### src/rtl/hazard_stall_controller.sv
// Pipeline hazard controller: forwarding selects, load-use stall, branch flush, data-memory wait/timeout.
// Define STALL_COUNT_EN to add the saturating STALL_CNT counter of cycles with the PC held.
module hazard_stall_controller #(
  parameter int WAIT_LIMIT = 15,
  parameter int CNT_W      = 16
) (
  input  logic             CLK,
  input  logic             CLR,
  input  logic [3:0]       ID_Rn,
  input  logic [3:0]       ID_Rm,
  input  logic [3:0]       ID_Rs,
  input  logic [2:0]       ID_Use,
  input  logic [3:0]       EX_Rd,
  input  logic             EX_rf,
  input  logic             EX_Load,
  input  logic [3:0]       MEM_Rd,
  input  logic [3:0]       WB_Rd,
  input  logic             MEM_rf,
  input  logic             WB_rf,
  input  logic             BR_Taken,
  input  logic             MEM_BUSY,
  output logic             PC_LE,
  output logic             IFID_LE,
  output logic             IFID_CLR,
  output logic             IDEX_LE,
  output logic             IDEX_BUBBLE,
  output logic [1:0]       FWD_A,
  output logic [1:0]       FWD_B,
  output logic [1:0]       FWD_C,
  output logic             BUS_FAULT,
`ifdef STALL_COUNT_EN
  output logic [CNT_W-1:0] STALL_CNT,
`endif
  output logic [1:0]       dbg_state
);

  typedef enum logic [1:0] {
    ST_RUN      = 2'd0,
    ST_MEM_WAIT = 2'd1,
    ST_FAULT    = 2'd2
  } state_t;

  localparam logic [7:0] LIMIT = 8'(WAIT_LIMIT);

  state_t     state_q, state_d;
  logic [7:0] wait_q, wait_d, wait_inc;

  logic [3:0] src [3];
  logic [1:0] fwd [3];
  logic       lu;

  logic run_pc_le, run_ifid_le, run_ifid_clr, run_idex_le, run_bubble;
  logic pc_le_c, ifid_le_c, ifid_clr_c, idex_le_c, bubble_c;

  assign src[0] = ID_Rn;
  assign src[1] = ID_Rm;
  assign src[2] = ID_Rs;

  // Youngest producer wins; a load still in EX cannot forward and raises the load-use stall instead.
  always_comb begin
    lu = 1'b0;
    for (int p = 0; p < 3; p++) begin
      fwd[p] = 2'b00;
      if (ID_Use[p] && src[p] != 4'hF) begin
        if (EX_rf && !EX_Load && src[p] == EX_Rd)
          fwd[p] = 2'b01;
        else if (MEM_rf && src[p] == MEM_Rd)
          fwd[p] = 2'b10;
        else if (WB_rf && src[p] == WB_Rd)
          fwd[p] = 2'b11;
        if (EX_rf && EX_Load && src[p] == EX_Rd)
          lu = 1'b1;
      end
    end
  end

  always_comb begin
    run_pc_le    = 1'b1;
    run_ifid_le  = 1'b1;
    run_ifid_clr = 1'b0;
    run_idex_le  = 1'b1;
    run_bubble   = 1'b0;
    if (MEM_BUSY) begin
      run_pc_le   = 1'b0;
      run_ifid_le = 1'b0;
      run_idex_le = 1'b0;
    end else if (lu) begin
      run_pc_le   = 1'b0;
      run_ifid_le = 1'b0;
      run_bubble  = 1'b1;
    end else if (BR_Taken) begin
      run_ifid_clr = 1'b1;
    end
  end

  // A wait that ends this cycle falls straight back onto the RUN rules.
  always_comb begin
    state_d    = state_q;
    wait_d     = wait_q;
    wait_inc   = (wait_q == 8'hFF) ? 8'hFF : wait_q + 8'd1;
    pc_le_c    = run_pc_le;
    ifid_le_c  = run_ifid_le;
    ifid_clr_c = run_ifid_clr;
    idex_le_c  = run_idex_le;
    bubble_c   = run_bubble;
    case (state_q)
      ST_RUN: begin
        if (MEM_BUSY) begin
          state_d = ST_MEM_WAIT;
          wait_d  = 8'd1;
        end
      end
      ST_MEM_WAIT: begin
        if (MEM_BUSY) begin
          wait_d = wait_inc;
          if (wait_inc >= LIMIT)
            state_d = ST_FAULT;
        end else begin
          state_d = ST_RUN;
          wait_d  = 8'd0;
        end
      end
      ST_FAULT: begin
        pc_le_c    = 1'b0;
        ifid_le_c  = 1'b0;
        ifid_clr_c = 1'b0;
        idex_le_c  = 1'b0;
        bubble_c   = 1'b0;
      end
      default: begin
        state_d = ST_RUN;
        wait_d  = 8'd0;
      end
    endcase
  end

  always_ff @(posedge CLK or negedge CLR) begin
    if (!CLR) begin
      state_q <= ST_RUN;
      wait_q  <= 8'd0;
    end else begin
      state_q <= state_d;
      wait_q  <= wait_d;
    end
  end

  // While reset is held the outputs present a hazard-free RUN cycle.
  assign PC_LE       = CLR ? pc_le_c    : 1'b1;
  assign IFID_LE     = CLR ? ifid_le_c  : 1'b1;
  assign IFID_CLR    = CLR ? ifid_clr_c : 1'b0;
  assign IDEX_LE     = CLR ? idex_le_c  : 1'b1;
  assign IDEX_BUBBLE = CLR ? bubble_c   : 1'b0;
  assign FWD_A       = CLR ? fwd[0]     : 2'b00;
  assign FWD_B       = CLR ? fwd[1]     : 2'b00;
  assign FWD_C       = CLR ? fwd[2]     : 2'b00;
  assign BUS_FAULT   = CLR && (state_q == ST_FAULT);
  assign dbg_state   = state_q;

`ifdef STALL_COUNT_EN
  logic [CNT_W-1:0] stall_q;

  always_ff @(posedge CLK or negedge CLR) begin
    if (!CLR)
      stall_q <= '0;
    else if (!PC_LE && stall_q != {CNT_W{1'b1}})
      stall_q <= stall_q + {{(CNT_W-1){1'b0}}, 1'b1};
  end

  assign STALL_CNT = stall_q;
`endif

endmodule

### config.mk
export PLATFORM = sky130hd
export DESIGN_NAME = hazard_stall_controller
export DESIGN_NICKNAME = d
export VERILOG_FILES = /design/src/rtl/hazard_stall_controller.sv
export SDC_FILE = /design/constraint.sdc
export NUM_CORES = 1
export LEC_CHECK = 0
export CAP_MARGIN = 30
export CORE_MARGIN = 3
export CORE_UTILIZATION = 45
export DETAILED_ROUTE_END_ITERATION = 6
export HOLD_SLACK_MARGIN = 0.08
export PLACE_DENSITY_LB_ADDON = 0.3
export RECOVER_POWER = 100
export SLEW_MARGIN = 20
export SYNTH_ARGS = -nofsm -noshare
export SYNTH_HDL_FRONTEND = slang
export SYNTH_SLANG_ARGS = --single-unit
### constraint.sdc
create_clock -name CLK -period 4.3 [get_ports CLK]
set_clock_uncertainty 0.15 [all_clocks]
set_input_delay 0.86 -clock CLK [delete_from_list [all_inputs] [get_ports CLK]]
set_output_delay 0.86 -clock CLK [all_outputs]
set_load 0.005 [all_outputs]
==> summary.txt <==
Die
  • Initial core utilization: 0.502
  • Row count: 17
  • Die width: 57.1 microns
  • Io pins: a little under 50
  • Core Region: between 0.002 and 0.0025 sq mm
  • Die area: 0.00326 sq mm
  • Vert. Die Dim: between 50 and 60 microns

Cells and area
  • Commonest cells after routing, fill and taps aside: 33 x clkdlybuf4s50_1, 18 x xor2_1, 18 x xnor2_1
  • Commonest non-fill, non-tap cell in the layout: clkdlybuf4s50_1
  • Layout cells sized above 1: 0.0296
  • Final nets: 241
  • FILL cells: 195
  • ANT cells: 0
  • Area growth, synth to finish: 44.2%

Pwr
  • Leakage: 0.000649 uW
  • Worst VDD drop: between 0.15 and 0.2 mV
  • Pwr dens: around 170 mW/mm^2

Setup path
  • Worst stage delay on the critical path: around 0.63 ns
  • Startpoint Class: input pin
  • CP Cell Sequence: dlygate4sd3_1 -> xnor2_1 -> nand4_1 -> o22ai_1 -> o211ai_1 -> a21bo_2 -> dlygate4sd3_1
  • RR Startpoint: wait_q[0]$_DFFE_PN0P_
  • Worst-path maximum fanout: 4
  • CP endpoint kind: primary output
  • R2R cell count: 6
  • Top cell by count, worst path: dlygate4sd3_1
  • R2R Setup Slk: around 2.1 ns
  • Reg-to-reg endpoint: dbg_state[1]$_DFFE_PN0P_
  • CP required: 3.29 ns
  • Worst Path Arrival: 2.95 ns
  • CP Class: in -> out
  • Slowest CP cell: dlygate4sd3_1

Route
  • First-pass DRT Iterations: 4
  • Vias per inst: ~5.8
  • Vias: around 1,300
  • DRC violations left: 0
  • First DRT Iteration DRCs: 124
  • Antenna violation net count after detailed routing: 0
  • WL/cell: about 16 microns
  • Post-Route WL: roughly 3.7 mm

Logic synthesis
  • Asr flop ratio synth: 1.00
  • Synth Net Count: 190
  • Synth cell types: 34
  • Post-Syn Area: between 0.001 and 0.0015 sq mm
  • Register bit total from synthesis: 10
  • Post-synthesis sequential area ratio: 0.213
  • Synth Instances: ~150
  • Cell taking the most area after synthesis: dfrtp_1
  • Synth Warn #: 0
  • Number of synthesized flops with an enable pin: 0
  • Post-synthesis area per instance: between 7 and 8 sq um
  • Top post-synthesis cells by area: dfrtp_1 21%, xnor2_1 13%, xor2_1 13%
  • Primary FF master, synth: dfrtp_1
  • Top cell type's share of synthesized area: 0.213

Clock tree
  • Clock slew at reported path FFs: 0.06 ns
  • CTS Buffer Depth: 2
  • CTS tree: yes
  • Clock sinks: 10
  • CTS root buf: clkbuf_4
  • Hold-fix buffers, CTS: 0
  • CTS Buf Count: 3
  • H-tree Lvls: 1
  • Post-CTS setup buffer count: 0
  • Clk Latency, worst-skew pair: roughly 0.27 ns
  • Post-cts repair resize count: 0

Timing
  • Fin crit share: 0.920
  • Max Clock Freq: 253 MHz
  • Worst Tran Pin Value: 0.600 ns
  • RSZ-0062 raised after global routing: no
  • Setup TNS: 0 ns
  • Final worst slack: approximately 0.34 ns
  • Clock period minus worst slack: 3.96 ns
  • Pins Over Slew Limit: 0
  • Slew HR: 0.600
  • Setup Viol. Count Final: 0
  • Final hold vios: 0

Hold path
  • Hold path cells: 2
  • Hold path start: wait_q[1]$_DFFE_PN0P_
  • Worst Hold End: wait_q[1]$_DFFE_PN0P_
  • Hold WC Path Type: reg -> reg

Status
  • Run status: finished clean

Placed design
  • GP Congestion: between 0.9 and 1
  • Port Buf Inserts: 48
  • Hpwl dp: slightly above 3 mm
  • Setup WS pre-CTS: around 0.50 ns

Global route
  • Pin count of the biggest net entering global routing: 14
  • Vias in the first global route: roughly 1,400
  • First-pass GRT wire length: 6.16 mm
  • Gr usage total: 0.233
  • Initial antenna violation count: 0
  • GRT overflow: 0

Run
  • Max cap viols: 0
-- how the worst max path moves through the flow --
stage,startpoint,slack [ns],depth (start not counted),to
finish,ID_Rm[1],0.34,7,IFID_LE
global route,ID_Rm[1],0.18,7,IFID_LE
CTS,ID_Rm[2],0.47,7,IFID_CLR
detailed placement,ID_Rm[2],0.50,7,IFID_CLR
global placement,ID_Rs[2],0.50,6,FWD_C[1]
floorplan,EX_Rd[2],1.54,6,PC_LE
-- cell families (layout without fill, tap and decap cells) --
family | Yosys count | count (layout) | synth area share
muxes | 1 | 1 | 0.0128
and+or+nand+nor | 64 | 64 | 0.279
AOI/OAI and AO/OA | 35 | 35 | 0.187
DFF | 10 | 10 | 0.213
buffers and inverters | 7 | 56 | 0.0288
xor gates and xnor gates | 36 | 36 | 0.269
adders and majority gates | 1 | 1 | 0.0107
-- area by class of cell --
cell class | instances | area, sq um | share of cell area
multi-input combinational | 137 | 886 | 0.523
tap | 28 | 35.0 | 0.0207
clock buffer | 3 | 22.5 | 0.0133
timing repair buffer | 49 | 484 | 0.286
inverter | 4 | 15.0 | 0.00887
sequential | 10 | 250 | 0.148
-- synthesized netlist by cell type, drive strengths merged (2+ instances only) --
library cell,number
clkbuf,2
a31oi,3
nor2,16
xnor2,18
a21boi,3
xor2,18
nor3,7
nor4,3
nand2b,2
nand3,9
and3,2
o21ai,14
a21oi,5
nand4,7
dfrtp,10
nand2,10
nor2b,6
inv,4
-- power by group --
group	switching (uW)	internal, uW
clock network	31.4	32.3
logic	53.7	61.0
registers	4.45	97.5
total	89.6	191
-- sequential cells by signal, summed over array words and instances, names as in the netlist --
register	count
wait_q	8
dbg_state	2
-- per-stage QoR --
| step | hold slack [ns] | std cells | util | power, uW | cell area (sq um) |
|---|---|---|---|---|---|
| after floorplan | 0.327 | 154 | - | 154 | 1170 |
| after global placement | 0.353 | 228 | 0.717 | 215 | 1680 |
| after detailed placement | 0.362 | 228 | 0.717 | 220 | 1680 |
| after CTS | 0.375 | 231 | 0.727 | 280 | 1700 |
| after global routing | 0.404 | 231 | 0.724 | 295 | 1690 |
| final | 0.373 | 231 | 0.724 | 280 | 1690 |
-- routing by layer --
layer  up-vias  global-route usage  wire [microns]
met5         -                   0               0
met4         0              0.0563              45
met3         8              0.0701             210
met2        44               0.406            1860
met1       636               0.280            1540
li1        646                   -               -
-- critical path: cells and delay by family --
family | cells | cell delay [ns]
and+or+nand+nor | 1 | 0.12
buffers and inverters | 2 | 1.21
AOI/OAI and AO/OA | 3 | 0.59
xor gates and xnor gates | 1 | 0.18
Note: power is estimated with default switching activity, not from simulation.
